<file path="src/rtl/data_c_arb_pkg.sv">
// Shared types and helpers for the round-robin seam arbiter.
package data_c_arb_pkg;

  typedef enum logic {
    IDLE = 1'b0,
    BUSY = 1'b1
  } arb_state_e;

  // Index width that stays at least one bit wide for a single requester.
  function automatic int idx_w(input int n);
    return (n > 1) ? $clog2(n) : 1;
  endfunction

endpackage

</file>
<file path="src/rtl/data_c_rr_pick.sv">
// Combinational round-robin picker: first set req at or above ptr, wrapping at NUM.
module data_c_rr_pick
  import data_c_arb_pkg::*;
#(
  parameter  int NUM = 4,
  localparam int IW  = idx_w(NUM)
) (
  input  logic [NUM-1:0] req,
  input  logic [IW-1:0]  ptr,
  output logic           any,
  output logic [IW-1:0]  idx
);

  int          j;
  logic [IW-1:0] jw;

  // Scan from the farthest offset down so the nearest hit to ptr wins.
  always_comb begin
    any = |req;
    idx = '0;
    j   = 0;
    jw  = '0;
    for (int k = NUM - 1; k >= 0; k--) begin
      j = int'(ptr) + k;
      if (j >= NUM) j = j - NUM;
      jw = IW'(j);
      if (req[jw]) idx = jw;
    end
  end

endmodule

</file>
<file path="src/rtl/data_c_seam_rr_arb.sv">
// Round-robin N:1 arbiter with burst-limited grants feeding a registered pipe seam.
module data_c_seam_rr_arb
  import data_c_arb_pkg::*;
#(
  parameter  int NUM   = 4,
  parameter  int DSIZE = 32,
  parameter  int BURST = 4,
  localparam int IW    = idx_w(NUM)
) (
  input  logic             clock,
  input  logic             rst,
  input  logic [NUM-1:0]   in_valid,
  input  logic [DSIZE-1:0] in_data [NUM-1:0],
  output logic [NUM-1:0]   in_ready,
  output logic             out_valid,
  output logic [DSIZE-1:0] out_data,
  output logic [IW-1:0]    out_sel,
  input  logic             out_ready
);

  localparam int CW = $clog2(BURST + 1);

  arb_state_e    state;
  logic [IW-1:0] g;
  logic [IW-1:0] ptr;
  logic [CW-1:0] cnt;

  logic          pick_any;
  logic [IW-1:0] pick_idx;
  logic          slot_free;
  logic          xfer;
  logic          last_beat;

  data_c_rr_pick #(.NUM(NUM)) u_pick (
    .req (in_valid),
    .ptr (ptr),
    .any (pick_any),
    .idx (pick_idx)
  );

  assign slot_free = !out_valid || out_ready;
  assign xfer      = (state == BUSY) && in_valid[g] && slot_free;
  // Counter tops out at BURST-1; the beat that would reach BURST releases instead.
  assign last_beat = (cnt == CW'(BURST - 1));

  always_comb begin
    in_ready = '0;
    if (state == BUSY && !rst) in_ready[g] = slot_free;
  end

  always_ff @(posedge clock) begin
    if (rst) begin
      state     <= IDLE;
      g         <= '0;
      ptr       <= '0;
      cnt       <= '0;
      out_valid <= 1'b0;
      out_data  <= '0;
      out_sel   <= '0;
    end else begin
      if (xfer) begin
        out_valid <= 1'b1;
        out_data  <= in_data[g];
        out_sel   <= g;
      end else if (out_ready) begin
        out_valid <= 1'b0;
      end

      case (state)
        IDLE: begin
          if (pick_any) begin
            state <= BUSY;
            g     <= pick_idx;
          end
        end
        BUSY: begin
          if ((xfer && last_beat) || !in_valid[g]) begin
            state <= IDLE;
            ptr   <= (g == IW'(NUM - 1)) ? '0 : g + 1'b1;
            cnt   <= '0;
          end else if (xfer) begin
            cnt <= cnt + 1'b1;
          end
        end
        default: state <= IDLE;
      endcase
    end
  end

endmodule

</file>
<file path="config.mk">
export PLATFORM = sky130hd
export DESIGN_NAME = data_c_seam_rr_arb
export DESIGN_NICKNAME = d
export VERILOG_FILES = /design/src/rtl/data_c_arb_pkg.sv /design/src/rtl/data_c_rr_pick.sv /design/src/rtl/data_c_seam_rr_arb.sv
export SDC_FILE = /design/constraint.sdc
export NUM_CORES = 1
export LEC_CHECK = 0
export ABC_AREA = 1
export CAP_MARGIN = 0
export CORE_MARGIN = 2
export CORE_UTILIZATION = 32
export DETAILED_ROUTE_END_ITERATION = 6
export GPL_TIMING_DRIVEN = 0
export PLACE_DENSITY = 0.7
export SKIP_LAST_GASP = 1
export SLEW_MARGIN = 30
export SYNTH_ARGS = -nofsm -noshare
export SYNTH_HDL_FRONTEND = slang
export SYNTH_SLANG_ARGS = --single-unit
export TNS_END_PERCENT = 30
</file>
<file path="constraint.sdc">
create_clock -name clock -period 1.89 [get_ports clock]
set_input_delay 0.378 -clock clock [delete_from_list [all_inputs] [get_ports clock]]
set_output_delay 0.378 -clock clock [all_outputs]
set_load 0.05 [all_outputs]
</file>
==> results of run 1 <==
[cells by family after synthesis]
family                     count (synthesis)
AOI/OAI and AO/OA                        148
adders and majority gates                  6
DFF                                       43
buffers and inverters                     53
and+or+nand+nor                          188
[worst register-to-register path, cell delays in order (launching register included)]
cell and delay (ps):
dfxtp_4 380, buf_4 180, o21ai_1 90, o21ai_2 190
nand2_2 100, nor2_4 140, inv_1 150, buf_2 220
nor2_1 130, nor2_1 60
[cell usage in the layout (no fill, tap or decap), drive strengths merged, types with 6 or more instances in the layout]
master	count
nor2	137
a21oi	10
nand2	36
clkdlybuf4s50	167
clkbuf	21
o22ai	32
inv	20
o21ai	105
ha	6
nand3	12
dfxtp	43
buf	26
[what timing repair did]
item,in CTS,in global routing
setup endpoints to repair,35,12
gates resized for setup,43,2
hold buffers,0,0
setup buffers,4,2
[power breakdown]
part	switching (W)	total, W	internal [W]
Combinational	0.00144	0.00234	0.000908
Clock	0.000335	0.000763	0.000428
Sequential	0.0000926	0.00116	0.00107
Total	0.00186	0.00427	0.00241
[cell type report]
| cell class | count | area share (%) |
|---|---|---|
| inverters | 21 | 1.84 |
| clock buffers | 6 | 1.74 |
| flip-flops and latches | 43 | 18.3 |
| plain buffers | 31 | 3.60 |
| multi-input cells | 342 | 33.8 |
| clock inverters | 2 | 0.736 |
| well taps | 105 | 2.76 |
| repair buffers | 179 | 37.2 |
[worst max path at each step]
stage | from | endpoint | slack (ps)
after floorplan | g[0] | in_ready[2] | -130
after global placement | rst | in_ready[3] | -1060
after detailed placement | rst | in_ready[1] | -1050
after CTS | out_data[31] | out_data[31] | 10
after global routing | out_data[19] | out_data[19] | -20
final | out_data[0] | out_data[0] | 20
[sequential cells by signal (all words and copies together) (netlist names)]
name	cells
state	1
cnt	3
g	2
out_valid	1
ptr	2
out_sel	2
out_data	32
[per-layer routing]
metal  track usage, %  share of wire [%]  wire [µm]
met2             40.7                 48       5250
met5                0                  0          0
met1             29.4                 43       4720
met4             7.38                1.5        163
met3             5.79                7.7        840
[per-stage QoR]
stage | setup TNS, ps | setup WS (ps) | area (µm²) | hold WS (ps)
4_1_cts | 0 | 14.2 | 4740 | 481
5_1_grt | -71.7 | -18.0 | 4760 | 509
3_5_place_dp | -10920 | -1050 | 4560 | 468
6_report | 0 | 21.6 | 4760 | 481
2_1_floorplan | -260 | -134 | 2700 | 438
3_3_place_gp | -10350 | -1060 | 4560 | 452
==> metrics.yaml, run 1 <==
yosys.area.top_type: "dfxtp_1"
nets: 764
finish.utilization_pct: 58.2
drv_cap: 0
track_usage_pct: 23.8
overflow: 0
ys_seq_area_share_pct: 32.0
num_rows: 33
yosysMostFrequentCell: "nor2_1"
ys_ff_latch: 43
worstHoldPathType: "reg2reg"
multi_input_area_um2: 1610
avgSynthCellArea_um2: 6.15
rsz0062_at_grt: "true"
antenna_found_initial: 0
hold_end: "cnt[2]"
r2r_setup_slack_ps: 160
worstSetupPathType: "reg2out"
p_leak_nw: 1.96
cts_tree: "yes"
wl_mm: 11.0
holdPathStages: 2
synth_compound_area_share_pct: 29.2
die_area_um2: 9160
numPortBuffers: 173
cp-end-kind: "output port"
dp_hpwl_mm: 8.39
drt_iter0_markers: 116
cp_top_family: "buffers and inverters"
viasPerCell: 5.02
synthSimpleGateAreaFrac_pct: 27.5
fin_crit_ps: 1870
grt_pass1_vias: 3609
reg2reg_from: "g[1]"
cts_made_buffers: 5
ys.flop_type: "dfxtp_1"
synth_warnings: 0
cts_root_buf: "clkbuf_8"
synth_xor_area_share_pct: 0
postRouteAntennaNets: 0
synthAdderAreaFrac_pct: 2.79
insertion_delay_ps: 300
place.gp.congestion: 0.846
synth_top_family_by_area: "compound AO/OA/AOI/OAI gates"
crit_chain: "clkdlybuf4s50_1"
postSynthNetCount: 579
synth_top_area_share_pct: 32.0
status: "finished clean"
place_inst: 716
synth.area.mux_share_pct: 0
drv_slew: 0
timing_hold_violations_final: 0
route.vias.total: 3657
worst_hold_startpoint: "cnt[2]"
die_w_um: 95.7
ys_async_sr_fraction_pct: 0
antenna_cells: 0
fillers: 792
drive_gt1_share_pct: 7.37
synth_edf_count: 0
htreeDepth: 2
r2r-end: "out_data[5]"
synthToLayoutAreaGrowth_pct: 76.7
path_max_fanout: 2
fmax_ghz: 0.535
grt_max_degree: 14
clk_path_buf_depth: 2
fin_cells: 729
worst_pin_slew_ps: 559
initial_utilization_pct: 32.9
yosys-top-cells-count: "nor2_1, o21ai_0, dfxtp_1"
critPathArrivalTime_ps: 1490
relSlewSlack_pct: 62.7
synthCells: 438
core_area_um2: 8180
critPathBufInv: 1
pin_count: 174
finalCritPeriodShare_pct: 98.9
r2r_cells: 9
slowest_stage: "clkdlybuf4s50_1"
setup_violations: 0
clkSinkCount: 43
worstPathRequired_ps: 1510
fp.dieH_um: 95.7
ir_worst_vdd_mv: 0.362
register_area_um2: 868
synth_area_um2: 2690
clk_pin_slew_ps: 90
power.total_w: 0.00427
critPathMaxStageDelay_ps: 820
ys_types: 22
cp-start-kind: "flip-flop"
grt_pass1_wl_mm: 17.0
synth_area_leaders: "dfxtp_1, o21ai_0, nor2_1"
skew_ps: 5.08
crit_cells: 1
drc: 0
dr.pass1.iters: 4
wire_per_inst_um: 15.1
power_density_nw_per_um2: 898
No activity file was read; power rests on OpenSTA's default activity.
==> run 2: changes to the inputs <==
SKIP_LAST_GASP = default   (was 1)
SLEW_MARGIN = 40   (was 30)
==> metrics.yaml, run 2 (synthesis gave the netlist of run 1 again) <==
holdPathStages: 2  # unchanged
worstPathRequired_ps: 1510  # about the same
drv_slew: 0  # unchanged
critPathMaxStageDelay_ps: 820  # about the same
num_rows: 33  # unchanged
cts_made_buffers: 5  # unchanged
insertion_delay_ps: 300  # about the same
critPathArrivalTime_ps: 1470  # was 1490 ps
cp-end-kind: "output port"  # unchanged
viasPerCell: 5.05  # was 5.02
r2r-end: "out_data[16]"  # was out_data[5]
r2r_cells: 7  # was 9
fmax_ghz: 0.540  # was 0.535 GHz
dp_hpwl_mm: 8.39  # unchanged
status: "finished clean"  # unchanged
grt_pass1_wl_mm: 17.0  # unchanged
critPathBufInv: 1  # unchanged
largest_register_ffs: 32  # unchanged
clkSinkCount: 43  # unchanged
clk_path_buf_depth: 2  # unchanged
cts_hold_buffers: 0  # unchanged
cp_top_family: "buffers and inverters"  # unchanged
cts_root_buf: "clkbuf_8"  # unchanged
fp.dieH_um: 95.7  # unchanged
wl_mm: 11.0  # about the same
p_leak_nw: 2.08  # was 1.96 nW
relSlewSlack_pct: 62.7  # about the same
route.vias.total: 3681  # was 3657
layout_setup_ws_ps: 38.7  # was 21.6 ps
drc: 0  # unchanged
place.gp.congestion: 0.846  # unchanged
timing_hold_violations_final: 0  # unchanged
drv_cap: 0  # unchanged
antenna_found_initial: 0  # unchanged
numPortBuffers: 173  # unchanged
grt_max_degree: 14  # unchanged
cts_tree: "yes"  # unchanged
antenna_cells: 0  # unchanged
finalCritPeriodShare_pct: 98.0  # was 98.9%
pin_count: 174  # unchanged
placed_area_um2: 4560  # unchanged
die_area_um2: 9160  # unchanged
track_usage_pct: 23.8  # unchanged
initial_utilization_pct: 32.9  # unchanged
power_density_nw_per_um2: 894  # was 898 nW/µm²
top_regs: "out_data (32), cnt (3)"  # unchanged
final_common_cell: "clkdlybuf4s50_1"  # unchanged
path_max_fanout: 2  # unchanged
layout_common_cells: "clkdlybuf4s50_1, nor2_1, o21ai_0, dfxtp_1, nand2_1"  # unchanged
overflow: 0  # unchanged
die_w_um: 95.7  # unchanged
wire_per_inst_um: 15.1  # about the same
nets: 764  # unchanged
htreeDepth: 2  # unchanged
finalSetupTns_ps: 0  # unchanged
worst_hold_startpoint: "cnt[2]"  # unchanged
grt_pass1_vias: 3609  # unchanged
setup_violations: 0  # unchanged
dr.pass1.iters: 4  # unchanged
place_ws_ps: -1050  # unchanged
core_area_um2: 8180  # unchanged
postRouteAntennaNets: 0  # unchanged
worstSetupPathType: "reg2out"  # unchanged
crit_chain: "clkdlybuf4s50_1"  # unchanged
drive_gt1_share_pct: 7.53  # was 7.37%
regMostFlops: "out_data"  # unchanged
drt_iter0_markers: 111  # was 116
r2r_setup_slack_ps: 210  # was 160 ps
worstHoldPathType: "reg2reg"  # unchanged
skew_ps: 5.34  # was 5.08 ps
synthToLayoutAreaGrowth_pct: 77.5  # was 76.7%
fin_crit_ps: 1850  # was 1870 ps
cp-start-kind: "flip-flop"  # unchanged
worst_pin_slew_ps: 558  # was 559 ps
slowest_stage: "clkdlybuf4s50_1"  # unchanged
finalInstanceArea_um2: 4780  # was 4760 µm²
hold_end: "cnt[2]"  # unchanged
ir_worst_vdd_mv: 0.362  # about the same
reg2reg_from: "g[0]"  # was g[1]
clk_pin_slew_ps: 90  # about the same
rsz0062_at_grt: "false"  # was true
## run 2: per-layer routing
layer	wire length, µm	track usage (%)
met5	0	0
met4	175	7.38
met3	837	5.79
met2	5240	40.7
met1	4740	29.4
## run 2: repair_timing
item | CTS | global route
setup endpoints to repair | 35 | 12
buffers inserted | 4 | 2
resized for setup | 43 | 12
## run 2: cell type report
type                    count  area, µm²
flip-flops and latches     43        868
clock buffers               6       82.6
fillers                   790       3400
inverters                  21       87.6
repair buffers            179       1790
plain buffers              31        171
multi-input cells         342       1610
clock inverters             2       35.0
well taps                 105        131
## run 2: stage by stage
step	utilization, %	power, W	instances	hold WS [ps]
after floorplan	-	0.00255	438	438
after global placement	55.8	0.00341	716	452
after detailed placement	55.8	0.00343	716	468
after CTS	57.9	0.00426	727	481
after global routing	58.4	0.00454	729	509
final	58.4	0.00427	729	481
## run 2: worst max-delay path by stage
stage | slack (ps) | end | from | depth (start not counted)
finish | 40 | out_data[24] | out_data[24] | 1
global route | 3 | out_sel[0] | out_sel[0] | 1
CTS | 10 | out_data[31] | out_data[31] | 1
detailed placement | -1050 | in_ready[1] | rst | 6
global placement | -1060 | in_ready[3] | rst | 6
floorplan | -130 | in_ready[2] | g[0] | 6
## run 2: power breakdown
part	switching (W)	internal, W
Combinational	0.00144	0.000907
Clock	0.000338	0.000428
Sequential	0.0000914	0.00107
Total	0.00187	0.00240
==> run 3: changes to the inputs <==
CORE_MARGIN = 5   (was 2)
==> metrics.yaml, run 3 (synthesis gave the netlist of run 1 again) <==
fp.dieH_um: 102  # was 95.7 µm
critPathMaxStageDelay_ps: 850  # was 820 ps
regMostFlops: "out_data"  # unchanged
viasPerCell: 5.08  # was 5.05
worst_pin_slew_ps: 629  # was 558 ps
largest_register_ffs: 32  # unchanged
status: "finished clean"  # unchanged
ir_worst_vdd_mv: 0.427  # was 0.362 mV
cts_root_buf: "clkbuf_8"  # unchanged
die_w_um: 102  # was 95.7 µm
timing_hold_violations_final: 0  # unchanged
fin_cells: 730  # was 729
drv_slew: 0  # unchanged
place.gp.congestion: 0.848  # was 0.846
skew_ps: 7.85  # was 5.34 ps
antenna_found_initial: 0  # unchanged
r2r_cells: 8  # was 7
die_area_um2: 10300  # was 9160 µm²
pin_count: 174  # unchanged
crit_chain: "clkdlybuf4s50_1"  # unchanged
cts_tree: "yes"  # unchanged
critPathBufInv: 1  # unchanged
worstPathRequired_ps: 1510  # about the same
cp-end-kind: "output port"  # unchanged
grt_pass1_wl_mm: 18.4  # was 17.0 mm
setup_violations: 0  # unchanged
initial_utilization_pct: 32.8  # was 32.9%
nets: 765  # was 764
holdPathStages: 2  # unchanged
drv_cap: 0  # unchanged
worst_hold_startpoint: "cnt[1]"  # was cnt[2]
finalCritPeriodShare_pct: 98.3  # was 98.0%
hold_end: "cnt[1]"  # was cnt[2]
core_area_um2: 8220  # was 8180 µm²
clkSinkCount: 43  # unchanged
dr.pass1.iters: 4  # unchanged
critPathLaunch: "out_data[3]"  # was out_data[24]
fin_hold_ws_ps: 475  # was 481 ps
power_density_nw_per_um2: 859  # was 894 nW/µm²
dp_hpwl_mm: 8.91  # was 8.39 mm
cp_top_family: "buffers and inverters"  # unchanged
r2r-end: "out_data[21]"  # was out_data[16]
route.vias.total: 3706  # was 3681
antenna_cells: 0  # unchanged
relSlewSlack_pct: 58.1  # was 62.7%
cts_made_buffers: 5  # unchanged
r2r_setup_slack_ps: 180  # was 210 ps
numPortBuffers: 173  # unchanged
synthToLayoutAreaGrowth_pct: 77.2  # was 77.5%
layout_common_cells: "clkdlybuf4s50_1, nor2_1, o21ai_0, dfxtp_1, nand2_1"  # unchanged
rsz0062_at_grt: "true"  # was false
drc: 0  # unchanged
insertion_delay_ps: 290  # was 300 ps
wire_per_inst_um: 15.6  # was 15.1 µm
path_max_fanout: 2  # unchanged
postRouteAntennaNets: 0  # unchanged
place_inst: 716  # unchanged
grt_max_degree: 13  # was 14
drt_iter0_markers: 141  # was 111
reg2reg_from: "g[0]"  # unchanged
slowest_stage: "clkdlybuf4s50_1"  # unchanged
htreeDepth: 2  # unchanged
clk_path_buf_depth: 2  # unchanged
overflow: 0  # unchanged
clk_pin_slew_ps: 80  # was 90 ps
p_leak_nw: 2.03  # was 2.08 nW
fmax_ghz: 0.539  # was 0.540 GHz
cts_hold_buffers: 0  # unchanged
track_usage_pct: 22.4  # was 23.8%
worstSetupPathType: "reg2out"  # unchanged
cp-start-kind: "flip-flop"  # unchanged
top_regs: "out_data (32), cnt (3)"  # unchanged
wl_mm: 11.4  # was 11.0 mm
critPathArrivalTime_ps: 1480  # was 1470 ps
worstHoldPathType: "reg2reg"  # unchanged
num_rows: 33  # unchanged
fin_crit_ps: 1860  # was 1850 ps
final_common_cell: "clkdlybuf4s50_1"  # unchanged
drive_gt1_share_pct: 7.68  # was 7.53%
grt_pass1_vias: 3904  # was 3609
-- run 3: worst max-delay path by stage --
stage,endpoint,depth (start not counted)
2_1_floorplan,in_ready[2],6
3_3_place_gp,in_ready[3],6
3_5_place_dp,in_ready[2],6
4_1_cts,in_ready[2],7
5_1_grt,in_ready[3],5
6_report,out_data[3],1
-- run 3: through the flow --
step / TNS (ps) / cell area (µm²) / worst slack (ps) / util, % / total power (W)
after detailed placement: -10870 / 4560 / -1080 / 55.5 / 0.00344
after global placement: -10220 / 4560 / -1080 / 55.5 / 0.00342
final: 0 / 4770 / 33.1 / 58.1 / 0.00410
after global routing: -3.20 / 4770 / -3.20 / 58.1 / 0.00442
after floorplan: -260 / 2700 / -134 / - / 0.00255
after CTS: 0 / 4690 / 17.1 / 57.0 / 0.00406
-- run 3: cell type report --
| class | instances | area, µm² |
|---|---|---|
| fillers | 798 | 3450 |
| inverters | 21 | 88.8 |
| plain buffers | 31 | 180 |
| clock buffers | 7 | 76.3 |
| flip-flops and latches | 43 | 868 |
| well taps | 105 | 131 |
| multi-input cells | 342 | 1610 |
| clock inverters | 1 | 5.00 |
| repair buffers | 180 | 1810 |
-- run 3: what timing repair did --
item	CTS	global route
gates resized for setup	45	12
cloned	0	0
pin swaps	0	1
endpoints found under the setup margin	4	22
setup buffers	1	6
-- run 3: report_power, final --
part,internal [W],total [W],switching (W)
clock network,0.000260,0.000573,0.000313
logic,0.000932,0.00236,0.00143
registers,0.00107,0.00117,0.0000960
-- run 3: routing by layer --
layer  global-route usage [%]  wire length (µm)
met4                     9.00               363
met1                     27.2              4580
met5                        0                 0
met3                     6.61               899
met2                     37.0              5550
